<file path="config.mk">
export PLATFORM = sky130hd
export DESIGN_NAME = sequence_show_scheduler_flat
export DESIGN_NICKNAME = d
export VERILOG_FILES = /design/src/rtl/sequence_show_scheduler_if.sv /design/src/rtl/sequence_show_scheduler.sv /design/src/flat_wrapper.sv
export SDC_FILE = /design/constraint.sdc
export NUM_CORES = 1
export LEC_CHECK = 0
export ABC_CLOCK_PERIOD_IN_PS = 2100
export BUFFER_PORTS_ARGS = -buffer_cell sky130_fd_sc_hd__buf_2
export CAP_MARGIN = 30
export CORE_ASPECT_RATIO = 0.8
export CORE_UTILIZATION = 45
export DETAILED_ROUTE_END_ITERATION = 10
export PLACE_DENSITY = 0.66
export REMOVE_ABC_BUFFERS = 1
export SETUP_SLACK_MARGIN = 0.05
export SLEW_MARGIN = 40
export SYNTH_ARGS = -nofsm -noshare
export SYNTH_HDL_FRONTEND = slang
export SYNTH_SLANG_ARGS = --single-unit
</file>
<file path="constraint.sdc">
create_clock -name clk_i -period 2.1 [get_ports clk_i]
set_input_delay 0.63 -clock clk_i [delete_from_list [all_inputs] [get_ports clk_i]]
set_output_delay 0.63 -clock clk_i [all_outputs]
set_load 0.01 [all_outputs]
</file>
<file path="src/rtl/sequence_show_scheduler_if.sv">
// Bundle of game-FSM control, sequence-memory read port and LED/status signals
// for sequence_show_scheduler. master = surrounding system, slave = scheduler.
interface sequence_show_scheduler_if #(
  parameter int unsigned DATA_WIDTH = 4,
  parameter int unsigned ADDR_WIDTH = 5
);
  logic                  start;
  logic                  abort;
  logic                  speed;
  logic [ADDR_WIDTH-1:0] last_index;
  logic                  mem_rd;
  logic [ADDR_WIDTH-1:0] mem_addr;
  logic [DATA_WIDTH-1:0] mem_data;
  logic [DATA_WIDTH-1:0] led_out;
  logic                  busy;
  logic                  done;

  modport master (
    output start, abort, speed, last_index, mem_data,
    input  mem_rd, mem_addr, led_out, busy, done
  );

  modport slave (
    input  start, abort, speed, last_index, mem_data,
    output mem_rd, mem_addr, led_out, busy, done
  );
endinterface

</file>
<file path="src/rtl/sequence_show_scheduler.sv">
// Plays the stored colour sequence on the LEDs: fetch, light for ON cycles, blank for GAP.
// Optional feature macro: SEQ_SHOW_PAUSE_EN adds pause_i, which freezes the LED phases.
module sequence_show_scheduler #(
  parameter int unsigned DATA_WIDTH     = 4,
  parameter int unsigned ADDR_WIDTH     = 5,
  parameter int unsigned CNT_WIDTH      = 25,
  parameter int unsigned ON_CYCLES_SLOW = 25_000_000,
  parameter int unsigned ON_CYCLES_FAST = 12_500_000,
  parameter int unsigned GAP_CYCLES     = 5_000_000
) (
  input logic                      clk_i,
  input logic                      rst_i,
`ifdef SEQ_SHOW_PAUSE_EN
  input logic                      pause_i,
`endif
  sequence_show_scheduler_if.slave bus
);

  // Timer reload values are ON-1 / GAP-1, so each parameter must lie in 1..2^CNT_WIDTH.
  localparam longint unsigned CNT_SPAN = longint'(1) << CNT_WIDTH;

  if (ON_CYCLES_SLOW < 1 || longint'(ON_CYCLES_SLOW) > CNT_SPAN ||
      ON_CYCLES_FAST < 1 || longint'(ON_CYCLES_FAST) > CNT_SPAN ||
      GAP_CYCLES < 1     || longint'(GAP_CYCLES) > CNT_SPAN) begin : g_bad_timing
    $error("sequence_show_scheduler: ON/GAP cycle counts must be in 1..2**CNT_WIDTH");
  end

  localparam logic [CNT_WIDTH-1:0] ON_SLOW_LD = CNT_WIDTH'(ON_CYCLES_SLOW - 1);
  localparam logic [CNT_WIDTH-1:0] ON_FAST_LD = CNT_WIDTH'(ON_CYCLES_FAST - 1);
  localparam logic [CNT_WIDTH-1:0] GAP_LD     = CNT_WIDTH'(GAP_CYCLES - 1);

  typedef enum logic [2:0] {
    S_IDLE      = 3'd0,
    S_FETCH     = 3'd1,
    S_WAIT_DATA = 3'd2,
    S_LED_ON    = 3'd3,
    S_LED_GAP   = 3'd4,
    S_DONE      = 3'd5
  } state_t;

  state_t                state_q;
  logic [ADDR_WIDTH-1:0] addr_q;
  logic [ADDR_WIDTH-1:0] last_q;
  logic                  speed_q;
  logic [CNT_WIDTH-1:0]  timer_q;
  logic [DATA_WIDTH-1:0] led_q;
  logic                  mem_rd_q;
  logic                  busy_q;
  logic                  done_q;

  logic                  hold_s;
  logic [CNT_WIDTH-1:0]  on_load_s;
  logic [ADDR_WIDTH-1:0] addr_d;
  logic [CNT_WIDTH-1:0]  timer_dec_s;

`ifdef SEQ_SHOW_PAUSE_EN
  assign hold_s = pause_i;
`else
  assign hold_s = 1'b0;
`endif

  assign on_load_s   = speed_q ? ON_FAST_LD : ON_SLOW_LD;
  assign addr_d      = addr_q + ADDR_WIDTH'(1);
  assign timer_dec_s = timer_q - CNT_WIDTH'(1);

  // Playback FSM; every output is a register updated here.
  always_ff @(posedge clk_i) begin
    if (rst_i) begin
      state_q  <= S_IDLE;
      addr_q   <= '0;
      last_q   <= '0;
      speed_q  <= 1'b0;
      timer_q  <= '0;
      led_q    <= '0;
      mem_rd_q <= 1'b0;
      busy_q   <= 1'b0;
      done_q   <= 1'b0;
    end else if (bus.abort && state_q != S_IDLE) begin
      state_q  <= S_IDLE;
      addr_q   <= '0;
      timer_q  <= '0;
      led_q    <= '0;
      mem_rd_q <= 1'b0;
      busy_q   <= 1'b0;
      done_q   <= 1'b0;
    end else begin
      case (state_q)
        S_IDLE: begin
          done_q <= 1'b0;
          if (bus.start && !bus.abort) begin
            speed_q  <= bus.speed;
            last_q   <= bus.last_index;
            addr_q   <= '0;
            mem_rd_q <= 1'b1;
            busy_q   <= 1'b1;
            state_q  <= S_FETCH;
          end else begin
            mem_rd_q <= 1'b0;
            busy_q   <= 1'b0;
          end
        end
        S_FETCH: begin
          mem_rd_q <= 1'b0;
          state_q  <= S_WAIT_DATA;
        end
        S_WAIT_DATA: begin
          led_q   <= bus.mem_data;
          timer_q <= on_load_s;
          state_q <= S_LED_ON;
        end
        S_LED_ON: begin
          if (hold_s) begin
            timer_q <= timer_q;
          end else if (timer_q == '0) begin
            led_q   <= '0;
            timer_q <= GAP_LD;
            state_q <= S_LED_GAP;
          end else begin
            timer_q <= timer_dec_s;
          end
        end
        S_LED_GAP: begin
          // Compare before incrementing so last_index = all-ones never wraps.
          if (hold_s) begin
            timer_q <= timer_q;
          end else if (timer_q == '0) begin
            if (addr_q == last_q) begin
              done_q  <= 1'b1;
              state_q <= S_DONE;
            end else begin
              addr_q   <= addr_d;
              mem_rd_q <= 1'b1;
              state_q  <= S_FETCH;
            end
          end else begin
            timer_q <= timer_dec_s;
          end
        end
        S_DONE: begin
          done_q  <= 1'b0;
          busy_q  <= 1'b0;
          state_q <= S_IDLE;
        end
        default: begin
          state_q  <= S_IDLE;
          led_q    <= '0;
          mem_rd_q <= 1'b0;
          busy_q   <= 1'b0;
          done_q   <= 1'b0;
        end
      endcase
    end
  end

  assign bus.mem_rd   = mem_rd_q;
  assign bus.mem_addr = addr_q;
  assign bus.led_out  = led_q;
  assign bus.busy     = busy_q;
  assign bus.done     = done_q;

endmodule

</file>
<file path="src/flat_wrapper.sv">
// flat-port wrapper written by rule: the top's interface ports become plain ports
module sequence_show_scheduler_flat 
#(
  parameter int unsigned DATA_WIDTH     = 4,
  parameter int unsigned ADDR_WIDTH     = 5,
  parameter int unsigned CNT_WIDTH      = 25,
  parameter int unsigned ON_CYCLES_SLOW = 25_000_000,
  parameter int unsigned ON_CYCLES_FAST = 12_500_000,
  parameter int unsigned GAP_CYCLES     = 5_000_000
)
  (clk_i, rst_i, bus_start, bus_abort, bus_speed, bus_last_index, bus_mem_data, bus_mem_rd, bus_mem_addr, bus_led_out, bus_busy, bus_done);
  sequence_show_scheduler_if #(.DATA_WIDTH(DATA_WIDTH), .ADDR_WIDTH(ADDR_WIDTH)) bus_i ();
  input logic clk_i;
  input logic rst_i;
  input wire logic [$bits(bus_i.start)-1:0] bus_start;
  input wire logic [$bits(bus_i.abort)-1:0] bus_abort;
  input wire logic [$bits(bus_i.speed)-1:0] bus_speed;
  input wire logic [$bits(bus_i.last_index)-1:0] bus_last_index;
  input wire logic [$bits(bus_i.mem_data)-1:0] bus_mem_data;
  output wire logic [$bits(bus_i.mem_rd)-1:0] bus_mem_rd;
  output wire logic [$bits(bus_i.mem_addr)-1:0] bus_mem_addr;
  output wire logic [$bits(bus_i.led_out)-1:0] bus_led_out;
  output wire logic [$bits(bus_i.busy)-1:0] bus_busy;
  output wire logic [$bits(bus_i.done)-1:0] bus_done;
  assign bus_i.start = bus_start;
  assign bus_i.abort = bus_abort;
  assign bus_i.speed = bus_speed;
  assign bus_i.last_index = bus_last_index;
  assign bus_i.mem_data = bus_mem_data;
  assign bus_mem_rd = bus_i.mem_rd;
  assign bus_mem_addr = bus_i.mem_addr;
  assign bus_led_out = bus_i.led_out;
  assign bus_busy = bus_i.busy;
  assign bus_done = bus_i.done;
  sequence_show_scheduler #(.DATA_WIDTH(DATA_WIDTH), .ADDR_WIDTH(ADDR_WIDTH), .CNT_WIDTH(CNT_WIDTH), .ON_CYCLES_SLOW(ON_CYCLES_SLOW), .ON_CYCLES_FAST(ON_CYCLES_FAST), .GAP_CYCLES(GAP_CYCLES)) u_core (.clk_i(clk_i), .rst_i(rst_i), .bus(bus_i));
endmodule
</file>
==> results of run 1 <==
==> power breakdown <==
group	internal, mW	total (mW)	switching (mW)
clock	0.477	0.796	0.320
sequential	0.993	1.11	0.116
combinational	1.55	3.26	1.71
==> sequential cells by signal (all words and copies together), names as in the netlist <==
register and count:
u_core.timer_q 25, u_core.bus.mem_addr 5, u_core.last_q 5, u_core.bus.led_out 4, u_core.state_q 3, u_core.bus.busy 1, u_core.bus.done 1, u_core.bus.mem_rd 1
u_core.speed_q 1
==> repair_timing <==
| item | in CTS | in global routing |
|---|---|---|
| endpoints found under the setup margin | 38 | 39 |
| buffers inserted | 9 | 6 |
| resized for setup | 50 | 55 |
| gates cloned | 0 | 0 |
| pin swaps | 27 | 24 |
==> cells in the mapped netlist (6+ instances only) <==
master	n
a21oi_1	26
a311oi_1	8
clkbuf_1	14
dfxtp_1	46
inv_1	6
mux2i_1	8
nand2_1	27
nand3_1	8
nand4_1	6
nor2_1	44
nor3_1	6
o21a_1	7
o21ai_0	17
or3_1	7
xnor2_1	6
==> per-stage QoR <==
stage	total power [mW]	hold slack, ns	instances
CTS	4.633	0.5124	459
global placement	3.229	0.4858	442
finish	5.162	0.5083	465
detailed placement	3.254	0.4973	442
floorplan	2.313	0.4500	296
global route	5.421	0.5475	465
==> worst max-delay path by stage <==
stage	endpoint	slack (ns)	cells after the start
after global routing	u_core.bus.mem_addr[4]	-0.23	8
after global placement	u_core.timer_q[23]	-0.31	7
after detailed placement	u_core.timer_q[23]	-0.38	7
after CTS	u_core.bus.mem_addr[3]	-0.05	8
final	u_core.bus.mem_addr[4]	-0.16	8
after floorplan	u_core.bus.mem_addr[3]	-0.26	8
==> tightest hold or removal path: stages, from the launching register on <==
cell	delay (ns)
dfxtp_1	0.33
o211ai_1	0.08
a21oi_1	0.06
==> final cells by class <==
class | instances | area [um2] | share of cell area
clock buffer | 5 | 68.82 | 0.01840
multi-input combinational | 244 | 1833 | 0.4901
sequential | 46 | 924.6 | 0.2472
timing repair buffer | 99 | 744.5 | 0.1991
tap | 62 | 77.57 | 0.02074
clock inverter | 3 | 68.82 | 0.01840
inverter | 6 | 22.52 | 0.006022
==> cell families after synthesis <==
| family | Yosys count | synth area share |
|---|---|---|
| AND/OR/NAND/NOR | 134 | 0.2828 |
| AO/OA/AOI/OAI | 91 | 0.2366 |
| flip-flops | 46 | 0.3697 |
| buffers and inverters | 23 | 0.03717 |
| XOR/XNOR | 9 | 0.03164 |
| multiplexers | 8 | 0.03215 |
| adder cells (fa/ha/maj) | 2 | 0.01004 |
==> metal layers <==
layer	wire (um)	up-vias	global-route usage
li1	-	1329	-
met2	3759	145	0.4657
met4	270	0	0.09322
met1	3645	1350	0.3796
met5	0	-	0
met3	686	35	0.05238
==> metrics.txt, run 1 <==
Die Ht=68.55 um; top post-synthesis cells by area=dfxtp_1 37%, nor2_1 6.6%, a21oi_1 5.2%, nand2_1 4.1%, o21ai_0 3.4%; Setup Crit Path Kind=reg2reg; gpl congestion=0.9045; final-report hold violation count=0; DR vias/cell=6.148; commonest non-fill, non-tap cell in the layout=buf_4; Post-Syn Area per Cell=7.959 um2; Ports=26; first-pass GRT wire length=12.54 mm; Reg clk slew, reported paths=0.09 ns; Yosys top cell area share=0.3697; hold bufs inserted after CTS=0; CP required=2.35 ns; largest net degree at the start of global routing=19; TritonCTS buffer count=5; Worst Path Max Fanout=7; Max Fclk=0.4433 GHz; minimum clock period=2.256 ns; CTS Root Cell=clkbuf_8; asr flop ratio synth=0; hold path startpoint=u_core.timer_q[14]; Die X=85.19 um; starting density of the core=0.4809; core area=5180 um2; antenna viol nets, final=0; CTS max path bufs=2; Clock Sinks=46; Worst R2R End=u_core.bus.mem_addr[4]; Initial DRC Count=218; H-tree Lvls=2; Max VDD drop=0.0006112 V; vias in the first global route=2,617; crit path max-delay cell type=or4_4; sequential share of the synthesized area=0.3697; drt pass-1 iters=5; WHS Endpoint=u_core.timer_q[14]; failing checks=setup timing; gr usage total=0.2826; worst path arrival time=2.50 ns; Startpoint Class=flip-flop; Worst Tran Pin Value=0.5949 ns; # diodes=0; PD cells=1380 nW/um2; setup TNS=-1.999 ns; Tcrit/Tclk final=1.074; Max Slew Vio Count=0; CP cell instances=or4_4, nor4b_4, buf_4, and2_4, buf_8, nand2_8, or3_1, a21oi_1; DPL Wire Length=5.305 mm; buffer and inverter count on the worst path=2; port bufs=25; FILL cells=377; Setup crit end kind=flip-flop; TritonCTS clock tree=built; R2R Setup Slk=-0.16 ns; post-layout util=0.7220; Synth area leader=dfxtp_1; design area=3740 um2; commonest cells after routing, fill and taps aside=58 x buf_4, 43 x dfxtp_1, 37 x nor2_1; P_leak=1.581 nW; critical path launch point=u_core.timer_q[8]; row count=23; RSZ-0062 raised after global routing=yes; final setup fails=33; Syn. warnings=0; Synth cell types=51; Largest delay share family, worst path=simple AND/OR/NAND/NOR gates; layout cell share with drive strength beyond 1=0.4591; flops & latches, synth=46; worst setup margin=-0.1556 ns; Cells after Synth=313; DRC Markers=0; max_cap viols=0; Critical R2R Launch=u_core.timer_q[8]; EDFF count, synth=0; Layout Area Growth over Synthesis=50.13%; drt wl/cell=17.98 um; pre-CTS setup slack=-0.3782 ns; Fin Clk Skew=0.01046 ns; WL final=8.362 mm; via count=2,859; initial antenna violation count=0; Min-Delay Path Class=reg2reg; placed cell areas=3067 um2; Post-Syn Area=2491 um2; Worst-Skew Late Latency=0.31 ns; worst hold path cell count=2; die area=5839 um2; nets@finish=418; GR Overflow Total=0; run status=complete, but fails checks; worst-case reg-to-reg path depth=8; slew margin rel.=0.6019; Top FF cell, synth=dfxtp_1; crit-path max cell delay=0.57 ns
Note: power is estimated with default switching activity, not from simulation.
==> run 2, diff against run 1 <==
- BUFFER_PORTS_ARGS: -buffer_cell sky130_fd_sc_hd__buf_2 -> unset
- DONT_BUFFER_PORTS: unset -> 1
- PLACE_DENSITY: 0.66 -> unset
- REMOVE_ABC_BUFFERS: 1 -> unset
==> metrics.txt, run 2 (synthesis results as in run 1) <==
DR vias/cell=6.247 (+1.6%); DPL Wire Length=5.167 mm (-2.6%); Largest delay share family, worst path=simple AND/OR/NAND/NOR gates; TritonCTS buffer count=5 (unchanged); die area=5839 um2 (unchanged); Fin Clk Skew=0.004418 ns (-0.006041 ns); commonest cells after routing, fill and taps aside=43 x dfxtp_1, 42 x buf_4, 38 x nor2_1; antenna viol nets, final=0 (unchanged); CP required=2.34 ns (about the same); worst path arrival time=2.45 ns (-0.05 ns); TritonCTS clock tree=built; Initial DRC Count=177 (-19%); failing checks=setup timing; Worst Tran Pin Value=0.4995 ns (-0.09537 ns); minimum clock period=2.207 ns (-0.04823 ns); row count=23 (unchanged); gr usage total=0.2650 (-0.01756); worst hold path cell count=1 (-1); worst-case reg-to-reg path depth=7 (-1); worst setup margin=-0.1074 ns (+0.04823 ns); setup TNS=-0.9740 ns (+1.025 ns); initial antenna violation count=0 (unchanged); Largest register FFs=25 (unchanged); drt wl/cell=18.10 um (+0.64%); Die X=85.19 um (unchanged); Min-Delay Path Class=in2reg; crit path max-delay cell type=or4_4; Reg clk slew, reported paths=0.09 ns (about the same); vias in the first global route=2,368 (-9.5%); Worst-Skew Late Latency=0.31 ns (about the same); Ports=26 (unchanged); CTS Root Cell=clkbuf_8; final setup fails=22 (-33%); DRC Markers=0 (unchanged); Max Fclk=0.4530 GHz (+2.2%); GR Overflow Total=0 (unchanged); Finished Layout Cells=421 (-9.5%); Worst Path Max Fanout=6 (-1); Setup crit end kind=flip-flop; Max Slew Vio Count=0 (unchanged); buffer and inverter count on the worst path=1 (-1); Startpoint Class=flip-flop; P_leak=1.382 nW (-13%); CP cell instances=or4_4, nor4b_4, and2_4, buf_12, nand2_8, or3_1, a21oi_1; Setup Crit Path Kind=reg2reg; Layout Area Growth over Synthesis=39.83%; gpl congestion=0.8625 (-4.6%); H-tree Lvls=2 (unchanged); via count=2,630 (-8.0%); WL final=7.619 mm (-8.9%); core area=5180 um2 (unchanged); hold_ws=0.3784 ns (-0.1299 ns); crit-path max cell delay=0.58 ns (about the same); nets@finish=374 (-11%); # diodes=0 (unchanged); starting density of the core=0.4809 (unchanged); port bufs=0 (-100%); drt pass-1 iters=5 (unchanged); CTS max path bufs=2 (unchanged); RSZ-0062 raised after global routing=yes; run status=complete, but fails checks; Clock Sinks=46 (unchanged); hold bufs inserted after CTS=0 (unchanged); Top reg by flops=u_core.timer_q; Crit path depth=7 (-1); layout cell share with drive strength beyond 1=0.3760 (-0.08301); final-report hold violation count=0 (unchanged); Tcrit/Tclk final=1.051 (-0.02297); slew margin rel.=0.6662 (+0.06427); max_cap viols=0 (unchanged); Mapped Nets=329; DP Cell Count=408 (-7.7%); Max VDD drop=0.0006310 V (+3.2%); first-pass GRT wire length=11.83 mm (-5.7%); largest net degree at the start of global routing=22 (+3); commonest non-fill, non-tap cell in the layout=dfxtp_1; Die Ht=68.55 um (unchanged); PD cells=1407 nW/um2 (+1.9%)
==> run 2: area by class of cell <==
type	count	area, um2
multi-input cells	245	1831
well taps	62	77.57
clock inverters	3	68.82
repair buffers	54	490.5
inverters	6	22.52
fillers	399	1697
flip-flops and latches	46	924.6
clock buffers	5	68.82
==> run 2: final timing paths <==
check / from / end / slack, ns
setup / recovery: u_core.timer_q[11] / u_core.bus.mem_addr[3] / -0.11
hold reg to reg: u_core.timer_q[14] / u_core.timer_q[14] / 0.51
setup reg to reg: u_core.timer_q[11] / u_core.bus.mem_addr[3] / -0.11
hold / removal: rst_i / u_core.last_q[1] / 0.38
==> run 2: power breakdown <==
group	total (mW)	internal (mW)	switching [mW]
Sequential	1.12	0.993	0.129
Clock	0.805	0.477	0.328
Combinational	2.97	1.39	1.58
==> run 2: layer usage <==
| layer | GRT usage | up-vias | wire length [um] |
|---|---|---|---|
| li1 | - | 1244 | - |
| met1 | 0.3921 | 1262 | 3768 |
| met4 | 0.06780 | 0 | 68 |
| met3 | 0.07143 | 11 | 657 |
| met5 | 0 | - | 0 |
| met2 | 0.3770 | 113 | 3125 |
==> run 2: metrics by stage <==
stage,total power [mW],setup WS (ns),util,instance area [um2]
3_3_place_gp,3.337,-0.1109,0.5691,2948
2_1_floorplan,2.451,0.004101,-,2537
5_1_grt,5.153,-0.1623,0.6725,3483
6_report,4.901,-0.1074,0.6725,3483
4_1_cts,4.376,-0.05075,0.6213,3218
3_5_place_dp,3.347,-0.1685,0.5691,2948
==> run 2: repair_timing <==
item                                    in CTS  in global routing
endpoints found under the setup margin      34                 39
gates resized for setup                     31                 56
pin swaps                                   15                 30
hold endpoints to repair                     0                  0
buffers inserted                             0                  3
gates cloned                                 1                  1
